$ cat config.mk
export PLATFORM = sky130hd
export DESIGN_NAME = clk_ratio_monitor
export DESIGN_NICKNAME = d
export VERILOG_FILES = /design/src/rtl/clk_ratio_monitor.sv
export SDC_FILE = /design/constraint.sdc
export NUM_CORES = 1
export LEC_CHECK = 0
export BUFFER_PORTS_ARGS = -buffer_cell sky130_fd_sc_hd__buf_2
export CAP_MARGIN = 25
export CORE_MARGIN = 2
export CORE_UTILIZATION = 50
export CTS_BUF_LIST = sky130_fd_sc_hd__clkbuf_8
export DETAILED_ROUTE_END_ITERATION = 8
export PLACE_DENSITY = 0.69
export SETUP_SLACK_MARGIN = 0.15
export SYNTH_ARGS = -nofsm -noshare
export SYNTH_HDL_FRONTEND = slang
export SYNTH_SLANG_ARGS = --single-unit
export TNS_END_PERCENT = 50
$ cat constraint.sdc
create_clock -name clk -period 4.1 [get_ports clk]
set_input_delay 0.205 -clock clk [delete_from_list [all_inputs] [get_ports clk]]
set_output_delay 0.205 -clock clk [all_outputs]
set_load 0.005 [all_outputs]
$ cat src/rtl/clk_ratio_monitor.sv
// Measures period and high time of a clk-synchronous divided clock and
// reports lock, ratio changes, duty-cycle errors and a stopped clock.
module clk_ratio_monitor #(
    parameter int unsigned CNT_W      = 8,
    parameter int unsigned LOCK_COUNT = 3,
    parameter int unsigned TIMEOUT    = 255
) (
    input  logic             clk,
    input  logic             resetn,
    input  logic             enable,
    input  logic             div_in,
    output logic [CNT_W-1:0] period,
    output logic [CNT_W-1:0] high_time,
    output logic             meas_valid,
    output logic             locked,
    output logic             ratio_err,
    output logic             duty_err,
    output logic             timeout
);
    typedef enum logic [1:0] {IDLE, ACQ, MEAS, LOCKED} state_t;

    localparam logic [CNT_W-1:0] CNT_MAX = {CNT_W{1'b1}};
    localparam logic [CNT_W-1:0] TO_VAL  = CNT_W'(TIMEOUT);
    localparam logic [3:0]       LOCK_N  = 4'(LOCK_COUNT);
    localparam logic signed [CNT_W+1:0] ONE_S = (CNT_W+2)'(1);

    state_t           state_q, state_d;
    logic             div_q, div_d;
    logic [CNT_W-1:0] run_cnt_q, run_cnt_d;
    logic [CNT_W-1:0] hi_cap_q, hi_cap_d;
    logic [CNT_W-1:0] ref_period_q, ref_period_d;
    logic [3:0]       match_cnt_q, match_cnt_d;
    logic [CNT_W-1:0] period_q, period_d;
    logic [CNT_W-1:0] high_time_q, high_time_d;
    logic             meas_valid_q, meas_valid_d;
    logic             locked_q, locked_d;
    logic             ratio_err_q, ratio_err_d;
    logic             duty_err_q, duty_err_d;
    logic             timeout_q, timeout_d;

    logic                    rise;
    logic                    fall;
    logic [CNT_W-1:0]        run_inc;
    logic signed [CNT_W+1:0] duty_diff;
    logic                    duty_bad;

    assign rise    = div_in & ~div_q;
    assign fall    = ~div_in & div_q;
    assign run_inc = (run_cnt_q == CNT_MAX) ? CNT_MAX : run_cnt_q + 1'b1;

    // 2*high - period, evaluated on the values captured at this rise
    assign duty_diff = $signed({1'b0, hi_cap_q, 1'b0})
                     - $signed({2'b00, run_cnt_q});
    assign duty_bad  = (duty_diff > ONE_S) || (duty_diff < -ONE_S);

    always_comb begin
        state_d      = state_q;
        div_d        = div_in;
        run_cnt_d    = run_cnt_q;
        hi_cap_d     = hi_cap_q;
        ref_period_d = ref_period_q;
        match_cnt_d  = match_cnt_q;
        period_d     = period_q;
        high_time_d  = high_time_q;
        meas_valid_d = 1'b0;
        locked_d     = locked_q;
        ratio_err_d  = 1'b0;
        duty_err_d   = duty_err_q;
        timeout_d    = timeout_q;

        if (!enable) begin
            state_d      = IDLE;
            run_cnt_d    = '0;
            hi_cap_d     = '0;
            ref_period_d = '0;
            match_cnt_d  = '0;
            period_d     = '0;
            high_time_d  = '0;
            locked_d     = 1'b0;
            duty_err_d   = 1'b0;
            timeout_d    = 1'b0;
        end else begin
            if (state_q != IDLE) begin
                run_cnt_d = rise ? CNT_W'(1) : run_inc;
                if (fall) hi_cap_d = run_cnt_q;
            end
            unique case (state_q)
                IDLE: state_d = ACQ;
                ACQ: begin
                    if (rise) state_d = MEAS;
                end
                MEAS, LOCKED: begin
                    if (rise) begin
                        period_d     = run_cnt_q;
                        high_time_d  = hi_cap_q;
                        meas_valid_d = 1'b1;
                        duty_err_d   = duty_bad;
                        if (state_q == MEAS) begin
                            if (match_cnt_q == '0 ||
                                run_cnt_q != ref_period_q) begin
                                ref_period_d = run_cnt_q;
                                match_cnt_d  = 4'd1;
                                ratio_err_d  = (match_cnt_q != '0);
                            end else begin
                                match_cnt_d = match_cnt_q + 4'd1;
                            end
                            if (match_cnt_d == LOCK_N) begin
                                locked_d = 1'b1;
                                state_d  = LOCKED;
                            end
                        end else if (run_cnt_q != ref_period_q) begin
                            ratio_err_d  = 1'b1;
                            locked_d     = 1'b0;
                            ref_period_d = run_cnt_q;
                            match_cnt_d  = 4'd1;
                            state_d      = MEAS;
                        end
                    end else if (run_cnt_q == TO_VAL) begin
                        timeout_d   = 1'b1;
                        locked_d    = 1'b0;
                        match_cnt_d = '0;
                        state_d     = ACQ;
                    end
                end
            endcase
        end
    end

    always_ff @(posedge clk or negedge resetn) begin
        if (!resetn) begin
            state_q      <= IDLE;
            div_q        <= 1'b0;
            run_cnt_q    <= '0;
            hi_cap_q     <= '0;
            ref_period_q <= '0;
            match_cnt_q  <= '0;
            period_q     <= '0;
            high_time_q  <= '0;
            meas_valid_q <= 1'b0;
            locked_q     <= 1'b0;
            ratio_err_q  <= 1'b0;
            duty_err_q   <= 1'b0;
            timeout_q    <= 1'b0;
        end else begin
            state_q      <= state_d;
            div_q        <= div_d;
            run_cnt_q    <= run_cnt_d;
            hi_cap_q     <= hi_cap_d;
            ref_period_q <= ref_period_d;
            match_cnt_q  <= match_cnt_d;
            period_q     <= period_d;
            high_time_q  <= high_time_d;
            meas_valid_q <= meas_valid_d;
            locked_q     <= locked_d;
            ratio_err_q  <= ratio_err_d;
            duty_err_q   <= duty_err_d;
            timeout_q    <= timeout_d;
        end
    end

    assign period     = period_q;
    assign high_time  = high_time_q;
    assign meas_valid = meas_valid_q;
    assign locked     = locked_q;
    assign ratio_err  = ratio_err_q;
    assign duty_err   = duty_err_q;
    assign timeout    = timeout_q;

endmodule

==> flow_summary.json, run 1 <==
{
  "outcome": "finished, violations left",
  "violations": "hold timing",
  "drive_above_1_share": 0.1498,
  "nFillCells": 567,
  "synth_top_cell_by_area": "dfrtp_1",
  "grt_pass1_vias": 2215,
  "synthFlopType": "dfrtp_1",
  "drv_cap": 0,
  "cts.clk_slew.worst_paths_ps": 90,
  "detail-route-antenna-nets": 0,
  "ys_async_sr_fraction": 1.000,
  "netSwitchingFraction": 0.2626,
  "post_cts_buffers": 0,
  "initial_core_util": 0.5112,
  "synth_area_um2": 2973,
  "critPathKind": "reg -> reg",
  "max_freq_mhz": 406.1,
  "drt_first_pass_iters": 5,
  "synth.avg_cell_area_um2": 9.559,
  "regArea_um2": 1301,
  "worstPathRequired_ps": 4290,
  "die_height_um": 81.11,
  "ios": 25,
  "fin_tns_setup_ps": 0,
  "yosysSeqAreaShare": 0.4377,
  "grt.busiest_layer": "met2",
  "seqPwrFrac": 0.529,
  "slew_violations": 0,
  "min_period_ps": 2462,
  "utilization": 0.5514,
  "powerDensity_nw_per_um2": 313.2,
  "die_w_um": 81.11,
  "clock_path_buffers": 2,
  "synth_cell_types": 53,
  "grt_usage": 0.2190,
  "tightest_slew_ps": 996.5,
  "cts_hold_buf": 0,
  "grt_overflow": 0,
  "slowest_delay_ps": 520,
  "synth-edff-count": 0,
  "fin_nets": 340,
  "post-route-drc-count": 0,
  "syn_to_final_growth_pct": 7.871,
  "slowest_stage": "dfrtp_1",
  "vias_per_cell": 5.687,
  "setup.worst_path.end_class": "register",
  "multiInputGateArea_um2": 1494,
  "core_area_um2": 5816,
  "use_met3": 0.04667,
  "grt_util_met1": 0.3151,
  "arrival_ps": 2650,
  "tritoncts": "built",
  "wirelength_mm": 6.481,
  "power.share.clock": 0.349,
  "use_met2": 0.3347,
  "cts_resized": 0,
  "finalHoldViolations": 2,
  "io_buffers": 24,
  "gp_congestion": 0.8399,
  "worstPathMaxFanout": 9,
  "htreeDepth": 2,
  "fin_skew_ps": 3.096,
  "cts_sinks": 52,
  "cp_cell_sequence": "inv_1 > ha_1 > nor2b_1 > o2111ai_1 > a21boi_0 > nor2_1 > a2111oi_2 > a211oi_1",
  "holdCritPathClass": "in -> async",
  "grt_max_degree": 53,
  "wl_per_cell_um": 16.12,
  "leakage_nw": 1.447,
  "grt_pass1_wl_mm": 10.94,
  "peakVddDrop_uv": 163.5,
  "synth-seq-cells": 52,
  "insertedDiodeCount": 0,
  "antenna_found_initial": 0,
  "vias": 2286,
  "setup_viol": 0,
  "syn_inst": 311,
  "crit_buf_inv": 1,
  "root_buffer": "clkbuf_8",
  "crit_family": "compound AO/OA/AOI/OAI gates",
  "startpoint_type": "register",
  "cts_buffers": 5,
  "rows": 28,
  "yosysWarnings": 0,
  "synth_top_area_frac": 0.4377,
  "hold-worst-slack_ps": -11.07,
  "max-slew-margin-rel": 0.3312,
  "combPwrFrac": 0.122,
  "clock_latency_ps": 300,
  "synth_fp_nets": 325,
  "dieArea_um2": 6579,
  "synth.area.top_cells": "dfrtp_1 44%, a22o_1 7.1%, ha_1 4.2%",
  "power_switching_mw": 0.2638,
  "dr.first_iter.drc_count": 124,
  "power.internal_mw": 0.7407,
  "finalCritPeriodShare": 0.6006,
  "rsz0062_at_grt": "no",
  "dpl.hpwl_mm": 4.486
}
[metal layers]
metal  wire length (um)  share of wire  up-vias
li1                   -              -     1141
met2               2967           0.46       45
met4                 72          0.011        0
met3                226          0.035        8
met1               3214           0.50     1092
met5                  0              0        -
[power by group through the flow]
stage                     clock network, mW  logic, mW  registers [mW]
after floorplan                           0     0.0963           0.534
after global placement                    0      0.120           0.541
after detailed placement                  0      0.122           0.542
after CTS                             0.357      0.123           0.531
after global routing                  0.377      0.137           0.533
final                                 0.351      0.122           0.531
[kinds of logic after synthesis]
group	count (synthesis)	share of synthesized area
and+or+nand+nor	103	0.1835
AOI/OAI and AO/OA	95	0.2273
DFF	52	0.4377
buffers and inverters	37	0.05976
xor gates and xnor gates	13	0.04588
adders and majority gates	10	0.04209
muxes	1	0.003788
[stage by stage]
stage	total power [mW]	setup slack (ps)	hold slack (ps)	cell area, um2	cells
floorplan	0.6300	1956	-90.59	2973	311
CTS	1.011	1663	41.37	3207	402
finish	1.005	1638	-11.07	3207	402
global route	1.048	1445	41.38	3207	402
detailed placement	0.6637	1684	371.6	3099	394
global placement	0.6609	1820	364.8	3099	394
[cell type report]
| class | instances | share of cell area |
|---|---|---|
| Clock inverter | 3 | 0.01210 |
| Tap cell | 75 | 0.02926 |
| Clock buffer | 5 | 0.02146 |
| Sequential cell | 52 | 0.4058 |
| Timing Repair Buffer | 27 | 0.04448 |
| Multi-Input combinational cell | 222 | 0.4659 |
| Inverter | 18 | 0.02107 |
[synth_stat cells (3+ instances only)]
library cell / number
a21boi_0: 10
a21oi_1: 12
a22o_1: 24
a31oi_1: 4
and3_1: 6
buf_2: 4
buf_6: 4
clkbuf_1: 10
dfrtp_1: 52
ha_1: 10
inv_1: 18
nand2_1: 32
nand2b_1: 5
nand3_1: 17
nor2_1: 14
nor2b_1: 3
nor3_1: 7
o21ai_0: 23
o21ai_1: 3
o221a_2: 3
xnor2_1: 9
xnor2_2: 3
[path summary, 6_finish.rpt]
| check | startpoint | endpoint | slack [ps] | cells after the start |
|---|---|---|---|---|
| max | run_cnt_q[1] | duty_err | 1640 | 8 |
| min | resetn | duty_err | -10 | 2 |
| max reg2reg | run_cnt_q[1] | duty_err | 1640 | 8 |
| min reg2reg | period[7] | period[7] | 480 | 2 |
| max in group asynchronous | resetn | run_cnt_q[2] | 3630 | 2 |
| min in group clk | div_in | div_q | 50 | 1 |
[sequential cells by signal, summed over array words and instances, names as in the netlist, 2 cells and up]
signal / flops
hi_cap_q: 8
high_time: 8
match_cnt_q: 4
period: 8
ref_period_q: 8
run_cnt_q: 8
state_q: 2
[layout by cell type, fill, tap and decap left out, drive strengths merged, types with 12 or more instances in the layout]
cell    n
a22o   24
xnor2  12
a21oi  12
buf    27
dfrtp  52
o21ai  26
nand3  17
nor2   16
nand2  33
inv    19
(Power assumes the default switching activity.)
==> inputs of run 2 (changes only) <==
Settings changed: ABC_AREA from default to 1.
Clock period 4.1 ns to 2.29 ns, I/O delays scaled along.
==> flow_summary.json, run 2 <==
{
  "ys_async_sr_fraction": 1.000,
  "crit_buf_inv": 2,
  "cp.depth": 13,
  "r2r-end": "duty_err",
  "max-slew-margin-rel": 0.5415,
  "worstPathRequired_ps": 2490,
  "startpoint": "run_cnt_q[6]",
  "root_buffer": "clkbuf_8",
  "min_period_ps": 1983,
  "rrSetupSlack_ps": 310,
  "startpoint_type": "register",
  "insertedDiodeCount": 0,
  "drv_cap": 0,
  "rows": 27,
  "outcome": "finished, final reports clean",
  "clock_latency_ps": 300,
  "finalHoldViolations": 0,
  "ios": 25,
  "rsz0062_at_grt": "no",
  "wirelength_mm": 6.608,
  "dp_cells": 493,
  "grt_util_met1": 0.2942,
  "post_cts_buffers": 0,
  "tritoncts": "built",
  "final_common_cell": "nand2_1",
  "synth_top_cell_by_area": "dfrtp_1",
  "use_met2": 0.3692,
  "synthFlopType": "dfrtp_1",
  "fin_skew_ps": 5.622,
  "die_height_um": 80.29,
  "initial_core_util": 0.5221,
  "holdCritPathClass": "in -> reg",
  "synth-edff-count": 0,
  "grt.busiest_layer": "met2",
  "crit_family": "simple AND/OR/NAND/NOR gates",
  "slew_violations": 0,
  "io_buffers": 24,
  "slowest_delay_ps": 480,
  "min_path_cells": 3,
  "worstPathMaxFanout": 6,
  "cts.clk_slew.worst_paths_ps": 90,
  "tightest_slew_ps": 683.1,
  "grt_pass1_vias": 2524,
  "wl_per_cell_um": 13.11,
  "crit_end": "duty_err",
  "core_area_um2": 5574,
  "gp_congestion": 0.8516,
  "drt_first_pass_iters": 5,
  "synth_top_area_frac": 0.4471,
  "critPathKind": "reg -> reg",
  "ff2ff_path_depth": 13,
  "yosysWarnings": 0,
  "r2r-start": "run_cnt_q[6]",
  "antenna_found_initial": 0,
  "synth-seq-cells": 52,
  "final_cell_mix": "135 x nand2_1, 55 x inv_1, 51 x dfrtp_1, 30 x nor2_1",
  "nFillCells": 534,
  "synth.cells.most_frequent": "135 x nand2_1, 54 x inv_1, 52 x dfrtp_1",
  "hold_start": "enable",
  "peakVddDrop_uv": 270.5,
  "use_met3": 0.04157,
  "synth_fp_nets": 408,
  "setup.worst_path.end_class": "register",
  "post-route-drc-count": 0,
  "vias": 2594,
  "leakage_nw": 1.827,
  "dpl.hpwl_mm": 5.003,
  "grt_usage": 0.2234,
  "slowest_stage": "dfrtp_1",
  "grt_pass1_wl_mm": 11.25,
  "max_freq_mhz": 504.2,
  "detail-route-antenna-nets": 0,
  "yosysMostFrequentCell": "nand2_1",
  "cp_cell_sequence": "inv_2 > ha_1 > inv_1 > o21bai_1 > nor2_1 > nand2_1 > nand2_1 > nand2_1 > nand2_1 > nor2_1 > nand2_1 > nand3_1 > nand2_1",
  "cpMostUsedCell": "nand2_1",
  "powerDensity_nw_per_um2": 616.4,
  "stdcell_count": 504,
  "syn_inst": 394,
  "dr.first_iter.drc_count": 199,
  "clock_path_buffers": 2,
  "die_w_um": 80.29,
  "syn_to_final_growth_pct": 13.67,
  "fin_tns_setup_ps": 0,
  "cts_buffers": 5,
  "grt_max_degree": 45,
  "htreeDepth": 2,
  "cts_sinks": 52,
  "arrival_ps": 2180,
  "synth_cell_types": 33,
  "yosysSeqAreaShare": 0.4471,
  "synth_area_um2": 2910,
  "synth.area.top_cells": "dfrtp_1 45%, nand2_1 17%, inv_1 7.0%",
  "dieArea_um2": 6446,
  "grt_overflow": 0,
  "drive_above_1_share": 0.1435,
  "finalCritPeriodShare": 0.8661,
  "synth.avg_cell_area_um2": 7.387,
  "vias_per_cell": 5.147,
  "fin_nets": 445,
  "setup_viol": 0
}
[run 2: changes by cell type after synthesis, moves of 5 or more]
| cell | delta |
|---|---|
| and3_1 | -6 |
| xnor2_1 | -7 |
| nand2b_1 | -5 |
| a21boi_0 | -10 |
| inv_2 | +9 |
| a22o_1 | -23 |
| inv_1 | +36 |
| o22ai_1 | +11 |
| nand2_1 | +103 |
| clkbuf_1 | -7 |
| nor2_1 | +16 |
[run 2: report_power, final]
group	switching [mW]	total, mW	internal [mW]
clock network	0.291	0.611	0.320
logic	0.310	0.460	0.150
registers	0.0276	0.969	0.941
total	0.628	2.04	1.41
[run 2: cells by family after synthesis]
logic type,after synthesis,synth area share
xor+xnor,4,0.01204
flops,52,0.4471
compound gates,58,0.1157
buf+inv,66,0.08512
fa+ha+maj,10,0.04299
simple gates,204,0.2971
[run 2: layout make-up]
class	instances	area [um2]	share of cell area
Multi-Input combinational cell	276	1366	0.4130
Sequential cell	52	1303	0.3937
Inverter	63	236.5	0.07148
Timing Repair Buffer	33	205.2	0.06203
Tap cell	72	90.09	0.02723
Clock buffer	5	68.82	0.02080
Clock inverter	3	38.79	0.01172
[run 2: repair_timing]
item	in CTS	in global routing
endpoints found under the hold margin	22	0
hold buffers	2	0
gates resized for setup	0	2
setup endpoints to repair	0	5
[run 2: worst min path at each step]
stage,to,slack (ps)
finish,hi_cap_q[7],240
global route,hi_cap_q[7],270
CTS,hi_cap_q[7],230
detailed placement,div_q,240
global placement,div_q,240
floorplan,div_q,-180
[run 2: stage by stage]
| step | worst slack (ps) | utilization | area (um2) | power [mW] | hold slack, ps |
|---|---|---|---|---|---|
| CTS | 258.3 | 0.5888 | 3282 | 2.060 | 231.7 |
| floorplan | 588.4 | - | 2910 | 1.314 | -181.1 |
| global placement | 329.3 | 0.5645 | 3147 | 1.419 | 236.7 |
| detailed placement | 275.9 | 0.5659 | 3154 | 1.434 | 240.3 |
| global route | 140.2 | 0.5935 | 3308 | 2.160 | 269.5 |
| finish | 306.6 | 0.5935 | 3308 | 2.039 | 242.9 |
[run 2: worst register-to-register path, stage by stage (launching register included)]
cell,delay [ps]
dfrtp_1,480
inv_2,110
ha_1,390
inv_1,80
o21bai_1,180
nor2_1,90
nand2_1,70
nand2_1,60
nand2_1,100
nand2_1,70
nor2_1,100
nand2_1,60
nand3_1,60
nand2_1,50
[run 2: per-layer routing]
layer | vias to the layer above | wire [um] | share of wire
met1 | 1191 | 3090 | 0.47
met4 | 0 | 85 | 0.013
li1 | 1319 | - | -
met5 | - | 0 | 0
met3 | 8 | 335 | 0.051
met2 | 76 | 3097 | 0.47
==> inputs of run 3 (changes only) <==
Settings changed: CORE_MARGIN 2 to default.
==> flow_summary.json, run 3 (same netlist as run 2, synthesis figures left out) <==
{
  "tightest_slew_ps": 521.4,
  "dr.first_iter.drc_count": 169,
  "insertedDiodeCount": 0,
  "cts_buffers": 5,
  "dieArea_um2": 6129,
  "worstPathRequired_ps": 2500,
  "grt_overflow": 0,
  "power_switching_mw": 0.6445,
  "outcome": "finished, final reports clean",
  "fin_tns_setup_ps": 0,
  "ios": 25,
  "root_buffer": "clkbuf_8",
  "syn_to_final_growth_pct": 12.73,
  "final_common_cell": "nand2_1",
  "drv_cap": 0,
  "setup_viol": 0,
  "gp_congestion": 0.8931,
  "drt_first_pass_iters": 4,
  "power.share.clock": 0.279,
  "grt_pass1_wl_mm": 10.90,
  "slew_violations": 0,
  "met1Wirelength_mm": 3.145,
  "vias_per_cell": 5.147,
  "post-route-drc-count": 0,
  "critPathKind": "reg -> reg",
  "io_buffers": 24,
  "grt_usage": 0.2281,
  "power.internal_mw": 1.333,
  "wirelength_mm": 6.453,
  "dr_wl_met3_um": 207,
  "worstPathMaxFanout": 6,
  "core_area_um2": 5574,
  "clock_latency_ps": 310,
  "die_height_um": 78.29,
  "peakVddDrop_uv": 351.2,
  "startpoint_type": "register",
  "final_cell_mix": "135 x nand2_1, 54 x inv_1, 51 x dfrtp_1, 29 x nor2_1",
  "wl_per_cell_um": 12.83,
  "cts_sinks": 52,
  "tritoncts": "built",
  "setup.worst_path.end_class": "register",
  "rows": 27,
  "max-slew-margin-rel": 0.6520,
  "htreeDepth": 2,
  "combPwrFrac": 0.230,
  "routed.top_layer": "met4",
  "finalCritPeriodShare": 0.8584,
  "fin_skew_ps": 13.52,
  "powerDensity_nw_per_um2": 602.7,
  "detail-route-antenna-nets": 0,
  "antenna_found_initial": 0,
  "holdCritPathClass": "in -> reg",
  "die_w_um": 78.29,
  "initial_core_util": 0.5221,
  "grt_pass1_vias": 2422,
  "cts.clk_slew.worst_paths_ps": 100,
  "fin_area_um2": 3281,
  "finalHoldViolations": 0,
  "leakage_nw": 1.802,
  "place_area_um2": 3147,
  "vias": 2589,
  "clock_path_buffers": 2,
  "rsz0062_at_grt": "yes",
  "min_period_ps": 1966,
  "max_freq_mhz": 508.7,
  "arrival_ps": 2170,
  "seqPwrFrac": 0.490,
  "dpl.hpwl_mm": 4.916,
  "drive_above_1_share": 0.1462,
  "grt_max_degree": 21,
  "wl_met2_mm": 3.034,
  "fin_nets": 444,
  "netSwitchingFraction": 0.3259
}
## run 3: changes by cell type in the layout (fill, tap and decap cells not counted), sizes merged
cell,previous run,this run
bufinv,1,0
clkinv,1,0
clkbuf,5,6
clkinvlp,0,2
buf,31,30
inv,64,63
## run 3: layout make-up
type,instances,area [um2]
repair buffers,32,185.2
inverters,63,236.5
clock buffers,6,82.58
multi-input cells,276,1369
clock inverters,2,15.01
flip-flops and latches,52,1303
fillers,512,2293
well taps,72,90.09
## run 3: routing by layer
layer | global-route usage | vias to the layer above
met5 | 0 | -
met4 | 0.08333 | 0
met3 | 0.03953 | 6
met2 | 0.3623 | 54
met1 | 0.3128 | 1215
li1 | - | 1314
## run 3: worst max-delay path, cell delays in order (launching register included)
cell and delay (ps):
dfrtp_1 470, inv_2 100, ha_1 380, inv_1 80, o21bai_1 190, nor2_1 90, nand2_1 70, nand2_1 60
nand2_1 110, nand2_1 60, nor2_1 100, nand2_1 60, nand3_1 60, nand2_1 50
## run 3: metrics by stage
step	power (mW)	utilization	std cells	setup slack (ps)	hold slack, ps
finish	1.977	0.5886	503	324.2	226.0
global route	2.089	0.5886	503	127.3	247.9
CTS	1.984	0.5856	502	265.2	218.8
detailed placement	1.431	0.5645	492	289.9	87.43
global placement	1.420	0.5645	492	311.0	97.24
floorplan	1.314	-	394	588.4	-181.1
## run 3: power groups by stage
stage	Clock, mW	Sequential (mW)	Combinational (mW)
final	0.553	0.970	0.455
after global routing	0.602	0.973	0.514
after CTS	0.567	0.968	0.449
after detailed placement	0	0.987	0.444
after global placement	0	0.986	0.434
after floorplan	0	0.980	0.334
## run 3: what timing repair did
action | CTS | global route
setup buffers | 0 | 0
hold buffers | 2 | 0
endpoints found under the setup margin | 0 | 8
resized for setup | 0 | 3
endpoints found under the hold margin | 19 | 0
## run 3: final timing paths
kind,slack (ps),cells past startpoint,startpoint,endpoint
max,320,13,run_cnt_q[6],duty_err
min,230,3,enable,hi_cap_q[7]
max reg2reg,320,13,run_cnt_q[6],duty_err
min reg2reg,470,2,period[6],period[6]
max in group asynchronous,1380,3,resetn,run_cnt_q[0]
min in group asynchronous,280,2,resetn,hi_cap_q[7]
